==> src/rtl/cpuclk_pkg.sv <==
// Shared definitions for the cpuclk consumer side: sequencer state codes and
// default release timing.
package cpuclk_pkg;

  localparam logic [2:0] ST_IDLE    = 3'd0;
  localparam logic [2:0] ST_HOLD    = 3'd1;
  localparam logic [2:0] ST_REL_MEM = 3'd2;
  localparam logic [2:0] ST_REL_IO  = 3'd3;
  localparam logic [2:0] ST_RUN     = 3'd4;

  typedef enum logic [2:0] {
    IDLE    = ST_IDLE,
    HOLD    = ST_HOLD,
    REL_MEM = ST_REL_MEM,
    REL_IO  = ST_REL_IO,
    RUN     = ST_RUN
  } seq_state_t;

  localparam int HOLD_CYCLES_DEF = 16;
  localparam int STAGE_GAP_DEF   = 4;
  localparam int TICK_DIV_DEF    = 4;

  function automatic int max2(input int a, input int b);
    return (a > b) ? a : b;
  endfunction

endpackage

==> src/rtl/sync2.sv <==
// Two-flop synchroniser for a single asynchronous level, async active-low reset.
module sync2 (
  input  logic clk,
  input  logic rst_n,
  input  logic d,
  output logic q
);

  logic [1:0] vld_pipe;

  always_ff @(posedge clk or negedge rst_n) begin
    if (!rst_n) vld_pipe <= '0;
    else        vld_pipe <= {vld_pipe[0], d};
  end

  assign q = vld_pipe[1];

endmodule

==> src/rtl/rst_sequencer.sv <==
// Qualifies the clock wizard lock, releases mem -> io -> cpu resets in order,
// and generates a slow-peripheral tick once the CPU is out of reset.
module rst_sequencer
  import cpuclk_pkg::*;
#(
  parameter int HOLD_CYCLES = HOLD_CYCLES_DEF,
  parameter int STAGE_GAP   = STAGE_GAP_DEF,
  parameter int TICK_DIV    = TICK_DIV_DEF
) (
  input  logic clk,
  input  logic rst_n,
  input  logic locked_i,
  input  logic sw_rst_req,
  output logic mem_rst_n,
  output logic io_rst_n,
  output logic cpu_rst_n,
  output logic ready,
  output logic tick
);

  localparam int CW = $clog2(max2(HOLD_CYCLES, STAGE_GAP) + 1);
  localparam int TW = $clog2(TICK_DIV);

  localparam logic [CW-1:0] CNT_MAX   = '1;
  localparam logic [CW-1:0] HOLD_END  = CW'(HOLD_CYCLES);
  localparam logic [CW-1:0] GAP_END   = CW'(STAGE_GAP - 1);
  localparam logic [TW-1:0] TICK_LAST = TW'(TICK_DIV - 1);

  seq_state_t    state;
  logic [CW-1:0] cnt;
  logic [TW-1:0] tcnt;
  logic          lock_s;

  sync2 u_lock_sync (
    .clk   (clk),
    .rst_n (rst_n),
    .d     (locked_i),
    .q     (lock_s)
  );

  function automatic logic [CW-1:0] cnt_inc(input logic [CW-1:0] c);
    return (c == CNT_MAX) ? c : c + CW'(1);
  endfunction

  // Lock loss outranks a software request; both drop every output on one edge.
  always_ff @(posedge clk or negedge rst_n) begin
    if (!rst_n) begin
      state     <= IDLE;
      cnt       <= '0;
      tcnt      <= '0;
      mem_rst_n <= 1'b0;
      io_rst_n  <= 1'b0;
      cpu_rst_n <= 1'b0;
      tick      <= 1'b0;
    end else begin
      tick <= 1'b0;
      tcnt <= '0;
      if (state != IDLE && !lock_s) begin
        state     <= IDLE;
        cnt       <= '0;
        mem_rst_n <= 1'b0;
        io_rst_n  <= 1'b0;
        cpu_rst_n <= 1'b0;
      end else if (sw_rst_req && (state == REL_MEM || state == REL_IO || state == RUN)) begin
        state     <= HOLD;
        cnt       <= CW'(1);
        mem_rst_n <= 1'b0;
        io_rst_n  <= 1'b0;
        cpu_rst_n <= 1'b0;
      end else begin
        case (state)
          IDLE: begin
            if (lock_s) begin
              state <= HOLD;
              cnt   <= CW'(1);
            end else begin
              cnt <= '0;
            end
          end
          HOLD: begin
            if (cnt == HOLD_END) begin
              state     <= REL_MEM;
              mem_rst_n <= 1'b1;
              cnt       <= '0;
            end else begin
              cnt <= cnt_inc(cnt);
            end
          end
          REL_MEM: begin
            if (cnt == GAP_END) begin
              state    <= REL_IO;
              io_rst_n <= 1'b1;
              cnt      <= '0;
            end else begin
              cnt <= cnt_inc(cnt);
            end
          end
          REL_IO: begin
            if (cnt == GAP_END) begin
              state     <= RUN;
              cpu_rst_n <= 1'b1;
              cnt       <= '0;
            end else begin
              cnt <= cnt_inc(cnt);
            end
          end
          RUN: begin
            tcnt <= (tcnt == TICK_LAST) ? '0 : tcnt + TW'(1);
            tick <= (tcnt == TICK_LAST);
          end
          default: begin
            state <= IDLE;
            cnt   <= '0;
          end
        endcase
      end
    end
  end

  assign ready = cpu_rst_n;

endmodule

==> config.mk <==
export PLATFORM = sky130hd
export DESIGN_NAME = rst_sequencer
export DESIGN_NICKNAME = d
export VERILOG_FILES = /design/src/rtl/cpuclk_pkg.sv /design/src/rtl/sync2.sv /design/src/rtl/rst_sequencer.sv
export SDC_FILE = /design/constraint.sdc
export NUM_CORES = 1
export LEC_CHECK = 0
export CORE_UTILIZATION = 45
export CTS_BUF_LIST = sky130_fd_sc_hd__clkbuf_4 sky130_fd_sc_hd__clkbuf_8 sky130_fd_sc_hd__clkbuf_16
export DETAILED_ROUTE_END_ITERATION = 8
export HOLD_SLACK_MARGIN = 0.1
export PLACE_DENSITY_LB_ADDON = 0.05
export SETUP_SLACK_MARGIN = 0.02
export SYNTH_ARGS = -nofsm -noshare
export SYNTH_HDL_FRONTEND = slang
export SYNTH_SLANG_ARGS = --single-unit
==> constraint.sdc <==
create_clock -name clk -period 2.6 [get_ports clk]
set_input_delay 0.52 -clock clk [delete_from_list [all_inputs] [get_ports clk]]
set_output_delay 0.52 -clock clk [all_outputs]
set_load 0.02 [all_outputs]
=== Word-level counts from Yosys, hierarchy flattened ===
Cells that the tools add are included.

* Logic and storage cells: 72
* Flip-flop bits (word level): 16
* Bits of input ports: 4
* Output and inout port bits: 5

* Eq/ne operators: 13
* Reductions and logical operators: 17
* Muxes and demuxes: 32
* Add/subtract/negate cells: 2

{| class="wikitable"
|+ Operators by type and width
! cell !! count
|-
| 2-to-1 mux 5 bit || 5
|-
| one-hot mux 5 bit (4 select lines) || 1
|-
| 2-to-1 mux 3 bit || 6
|-
| nonzero test 3 bit || 6
|-
| 2-to-1 mux 1 bit || 15
|-
| one-hot mux 3 bit (5 select lines) || 1
|-
| == test 5 bit (second input constant) || 2
|-
| 2-to-1 mux 2 bit || 4
|-
| != test 4 x 2 -> 1 bit (second input constant) || 2
|-
| == test 3 x 2 -> 1 bit (second input constant) || 2
|-
| AND reduction 2 bit || 3
|-
| adder 5 x 1 -> 5 bit (second input constant) || 1
|-
| == test 5 x 2 -> 1 bit (second input constant) || 1
|-
| AND reduction 5 bit || 1
|-
| != test 4 x 3 -> 1 bit (second input constant) || 1
|-
| != test 4 bit (second input constant) || 1
|-
| == test 3 x 1 -> 1 bit (second input constant) || 1
|-
| == test 3 bit (second input constant) || 1
|-
| zero test 3 bit || 1
|-
| != test 3 x 2 -> 1 bit (second input constant) || 1
|-
| adder 2 x 1 -> 2 bit (second input constant) || 1
|-
| == test 2 bit (second input constant) || 1
|-
| logical AND 1 bit || 2
|-
| logical OR 1 bit || 2
|-
| other kinds (2) || 2
|}

=== Depth between registers and ports, before layout ===
* Depth after elaboration: 6
* Gate-level depth with buffers: 7
* Depth with buffers taken out: 7

=== By module ===
A second synthesis with hierarchy kept.

* Cells, all modules: 87
* Area total of the unflattened synthesis: 882.1 um2

{| class="wikitable"
|+ Modules (own cells, without submodules)
! module !! instances !! seq. area each (um2) !! area each (um2) !! cells an instance
|-
| rst_sequencer || 1 || 350.3 || 832.0 || 85
|-
| sync2 || 1 || 50.0 || 50.0 || 2
|}

=== Worst setup path after synthesis ===
OpenSTA, ideal clock, no wires.

* Path type: reg-to-reg
* From: register cnt[1]
* To: register cnt[2]
* Buffers on the path: 0
* Arrival: 1555 ps
* Required time: 2482 ps
* Period minus slack after synthesis: 1673 ps
* Slack: 927 ps
* Setup time: 118 ps
* Cell stages (with the launch flop): 7
* Path through: dfrtp_1 ha_1 nor4b_4 a2bb2oi_4 o21bai_4 o22ai_1 a21o_1

* Longest elaborated chain between the ends: 6
* Elaborated cells between the ends (all ways): 10
* Classes of those cells: add/sub: 1; eq/ne: 3; mux: 6

{| class="wikitable"
|+ RTL lines
! element !! RTL line !! RTL
|-
| start, declared || rst_sequencer.sv:30 || <nowiki>logic [CW-1:0] cnt;</nowiki>
|-
| start signal, assigned || rst_sequencer.sv:86 || <nowiki>cnt <= cnt_inc(cnt);</nowiki>
|-
| start signal, assigned || rst_sequencer.sv:95 || <nowiki>cnt <= cnt_inc(cnt);</nowiki>
|-
| start signal, assigned || rst_sequencer.sv:104 || <nowiki>cnt <= cnt_inc(cnt);</nowiki>
|-
| adder 5 x 1 -> 5 bit / == test 5 bit (equally long branches) || rst_sequencer.sv:42 || <nowiki>return (c == CNT_MAX) ? c : c + CW'(1);</nowiki>
|-
| 2-to-1 mux 5 bit || rst_sequencer.sv:42 ||
|-
| 2-to-1 mux 5 bit (on tied branches) || rst_sequencer.sv:90, rst_sequencer.sv:99, rst_sequencer.sv:81 ||
|-
| one-hot mux 5 bit (4 select lines) * || rst_sequencer.sv:71 || <nowiki>case (state)</nowiki>
|-
| 2-to-1 mux 5 bit * || rst_sequencer.sv:64 || <nowiki>end else if (sw_rst_req && (state == REL_MEM || state == REL_IO || state == RUN)) begin</nowiki>
|-
| 2-to-1 mux 5 bit * || rst_sequencer.sv:58 || <nowiki>if (state != IDLE && !lock_s) begin</nowiki>
|}

Mark *: on every way between the ends. The rest lies on a longest branch, timed or not.
A chain may end at the register's enable or synchronous reset.

=== Final worst setup path ===
* From: register cnt[0]
* To: register cnt[2]

Same word-level chain as after synthesis.

==> summary.txt <==
Route
  • Via total after detailed routing: 721
  • Routed length per instance: 13.5 um
  • DRC violation count after routing: 0
  • 1st-pass router iterations: 4
  • Iter 0 DRT Violations: 16
  • Wire length after detailed routing: 1.74 mm
  • Average vias per placed instance: 5.59
  • Number of routed nets with antenna violations: 0

Floorplanning
  • Placeable core region: 0.00198 mm^2
  • Die height: 48.0 um
  • Die Wd: 48.0 um
  • Initial standard-cell utilization of the core: 48.0%
  • I/O pin total: 9
  • Std-Cell Rows: 16
  • Die area: 0.00230 mm^2

Synthesis
  • Top area cells in the synthesized netlist: sky130_fd_sc_hd__dfrtp_1 42%, sky130_fd_sc_hd__nor4b_4 5.0%, sky130_fd_sc_hd__a21oi_1 4.7%
  • Combined area of all synthesized cells: 951 um^2
  • Number of distinct standard cells referenced by the synthesized netlist: 35
  • Top-area cell type share of the netlist area: 42.1%
  • Post-synthesis average cell area: 10.1 um^2
  • Post-synthesis cell type with the largest combined area: sky130_fd_sc_hd__dfrtp_1
  • Warnings, synthesis: 0
  • Seq/Total Area, Yosys: 42.1%
  • Dominant synthesized flop cell: sky130_fd_sc_hd__dfrtp_1
  • Synth top cells by count: 16 x sky130_fd_sc_hd__dfrtp_1, 10 x sky130_fd_sc_hd__nand2_1, 9 x sky130_fd_sc_hd__a21oi_1
  • Number of flip-flops and latches in the synthesized netlist: 16
  • Post-synthesis async set-or-reset flop share: 100%
  • Number of synthesized flops with an enable pin: 0
  • Synth Net Count: 101
  • Number of instances in the synthesized netlist: 94
  • Most numerous cell in the Yosys netlist: sky130_fd_sc_hd__dfrtp_1

Setup path
  • Startpoint class of the critical path: flop
  • Required @ worst endpoint: 2.79 ns
  • Worst setup path category: reg2reg
  • Critical path, cell by cell: ha_1 -> nor4b_4 -> a2bb2oi_4 -> o21bai_4 -> o22ai_1 -> a21o_1
  • Maximum fanout along the worst path: 6
  • Largest stage delay on the critical path: 0.46 ns
  • CP max stage cell: sky130_fd_sc_hd__nor4b_4
  • CP arrival: 2.15 ns
  • Kind of cell with the highest combined delay on the critical path: compound AO/OA/AOI/OAI gates
  • Number of buffer and inverter stages on the critical path: 0
  • Critical Path End Type: flop

STA
  • Slew margin rel.: 52.5%
  • Min Clock Period, post-route: 1.96 ns
  • Transition time at the pin with the least slew margin: 0.710 ns
  • Slew Viols, Final: 0
  • Achievable frequency: 509 MHz
  • Number of setup violations in the final report: 0
  • Hold Violations, Final: 0
  • Setup Total Neg Slack: 0 ns
  • Unrepaired setup endpoints after global routing: false
  • Share of the clock period used by the worst path: 75.6%
  • Post-route clock skew: 0.00788 ns

GRT
  • Initial antenna violation count: 0
  • First-pass GRT wire length: 2.82 mm
  • Largest net degree at the start of global routing: 17
  • Via count of the first global-routing pass: 591
  • GRT Overall Usage: 17.8%
  • Remaining global-route overflow: 0

Clock network
  • CTS-repair resized insts: 0
  • Buffers inserted during post-CTS setup optimization: 0
  • Skew-Pair Late Insertion Delay: 0.29 ns
  • Clock sink count: 16
  • Root Buffer Master: sky130_fd_sc_hd__clkbuf_4
  • Count of hold buffers inserted by post-cts repair: 0
  • Number of buffers inserted during clock tree synthesis: 3
  • TritonCTS clock tree: done
  • Total number of H-tree levels: 1
  • Clock transition at the registers of the reported paths: 0.10 ns
  • Maximum root-to-sink buffer count: 2

Finish
  • Fin area: 0.00107 mm^2
  • Area growth, synth to finish: 12.9%
  • Final design utilization: 54.2%
  • Final nets: 110
  • Count of antenna diodes in the layout: 0
  • Fraction of layout instances using a drive strength above 1: 12.7%

Pwr
  • Pwr dens: 505 mW/mm^2
  • Largest voltage drop on the vdd net: 0.000290 V
  • LEAKAGE: 0.472 nW

Place
  • Port Buffers: 8
  • Estimated wirelength of the detail-placed design: 1.26 mm
  • Final weighted congestion in routability-driven placement: 0.789
  • Area after DPL: 0.00104 mm^2

Outcome
  • Run status: complete, no violations

Min path
  • Class of the worst hold path: reg2reg

Run
  • Reported max-cap violation count: 0
## state kept, by name, indices dropped and copies added (netlist names)
| name | flops |
|---|---|
| tcnt | 2 |
| io_rst_n | 1 |
| cpu_rst_n | 1 |
| state | 3 |
| cnt | 5 |
| tick | 1 |
| u_lock_sync.vld_pipe | 2 |
| mem_rst_n | 1 |
## logic make-up (layout without fill, tap and decap cells)
kind of cell | count (synthesis) | count (layout) | synth area share, %
buffers and inverters | 10 | 18 | 5.26
flip-flops | 16 | 16 | 42.1
adder cells (fa/ha/maj) | 3 | 3 | 3.95
AO/OA/AOI/OAI | 27 | 27 | 22.1
AND/OR/NAND/NOR | 37 | 37 | 25.4
multiplexers | 1 | 1 | 1.18
## path summary, 6_finish.rpt
check,startpoint,to,slack [ns],cells past startpoint
min in group asynchronous,rst_n,cnt[3],0.65,1
min reg2reg,u_lock_sync.vld_pipe[0],u_lock_sync.vld_pipe[1],0.36,0
max,cnt[0],cnt[2],0.64,6
max in group asynchronous,rst_n,cnt[1],1.50,1
max reg2reg,cnt[0],cnt[2],0.64,6
min,u_lock_sync.vld_pipe[0],u_lock_sync.vld_pipe[1],0.36,0
## layout make-up
class,count,area (um^2)
clock buffers,4,36.3
well taps,27,33.8
inverters,6,22.5
repair buffers,8,80.1
fillers,171,908
flip-flops and latches,16,400
multi-input cells,68,500
## stage by stage
| stage | total power [mW] | setup WS (ns) | hold slack, ns | cells |
|---|---|---|---|---|
| after floorplan | 0.357 | 0.927 | 0.224 | 94 |
| after global placement | 0.382 | 0.650 | 0.332 | 125 |
| after detailed placement | 0.383 | 0.590 | 0.339 | 125 |
| after CTS | 0.549 | 0.652 | 0.362 | 129 |
| after global routing | 0.571 | 0.557 | 0.366 | 129 |
| final | 0.542 | 0.635 | 0.358 | 129 |
## worst register-to-register path: stages, from the launching register on
cell	delay, ns
sky130_fd_sc_hd__dfrtp_1	0.43
sky130_fd_sc_hd__ha_1	0.28
sky130_fd_sc_hd__nor4b_4	0.46
sky130_fd_sc_hd__a2bb2oi_4	0.23
sky130_fd_sc_hd__o21bai_4	0.18
sky130_fd_sc_hd__o22ai_1	0.11
sky130_fd_sc_hd__a21o_1	0.18
## metal layers
metal	part of all wire, %	vias up	GRT usage, %
met2	44	11	28.1
met1	52	347	24.9
met3	3.2	2	3.40
li1	-	361	-
met5	0	-	0
met4	0.52	0	5.00
## power breakdown
group	internal [mW]	total (mW)	switching [mW]
registers	0.260	0.283	0.0227
logic	0.0464	0.0954	0.0490
clock network	0.0852	0.164	0.0788
total	0.391	0.542	0.151
## cell usage in the layout (no fill, tap or decap)
| cell type | Yosys | routed |
|---|---|---|
| sky130_fd_sc_hd__a21boi_2 | 1 | 1 |
| sky130_fd_sc_hd__a21o_1 | 3 | 3 |
| sky130_fd_sc_hd__a21oi_1 | 9 | 9 |
| sky130_fd_sc_hd__a221oi_1 | 1 | 1 |
| sky130_fd_sc_hd__a2bb2oi_4 | 1 | 1 |
| sky130_fd_sc_hd__a311o_1 | 1 | 1 |
| sky130_fd_sc_hd__a31oi_1 | 3 | 3 |
| sky130_fd_sc_hd__and2_1 | 2 | 2 |
| sky130_fd_sc_hd__and4_2 | 1 | 1 |
| sky130_fd_sc_hd__clkbuf_4 | 0 | 3 |
| sky130_fd_sc_hd__clkbuf_8 | 0 | 1 |
| sky130_fd_sc_hd__clkdlybuf4s50_1 | 0 | 8 |
| sky130_fd_sc_hd__clkinv_1 | 1 | 1 |
| sky130_fd_sc_hd__dfrtp_1 | 16 | 16 |
| sky130_fd_sc_hd__ha_1 | 3 | 3 |
| sky130_fd_sc_hd__inv_1 | 5 | 5 |
| sky130_fd_sc_hd__mux2_1 | 1 | 1 |
| sky130_fd_sc_hd__nand2_1 | 10 | 10 |
| sky130_fd_sc_hd__nand2b_1 | 2 | 2 |
| sky130_fd_sc_hd__nand3_1 | 3 | 3 |
| sky130_fd_sc_hd__nand4_1 | 2 | 2 |
| sky130_fd_sc_hd__nand4bb_2 | 1 | 1 |
| sky130_fd_sc_hd__nor2_1 | 8 | 8 |
| sky130_fd_sc_hd__nor2_2 | 1 | 1 |
| sky130_fd_sc_hd__nor3_1 | 2 | 2 |
| sky130_fd_sc_hd__nor3b_4 | 1 | 1 |
| sky130_fd_sc_hd__nor4_1 | 1 | 1 |
| sky130_fd_sc_hd__nor4b_4 | 2 | 2 |
| sky130_fd_sc_hd__o211ai_1 | 1 | 1 |
| sky130_fd_sc_hd__o21ai_0 | 1 | 1 |
| sky130_fd_sc_hd__o21ai_1 | 1 | 1 |
| sky130_fd_sc_hd__o21bai_4 | 1 | 1 |
| sky130_fd_sc_hd__o22ai_1 | 1 | 1 |
| sky130_fd_sc_hd__o311a_1 | 1 | 1 |
| sky130_fd_sc_hd__o31ai_1 | 2 | 2 |
| sky130_fd_sc_hd__or2_1 | 1 | 1 |
Power figures use the tool's default switching activity.
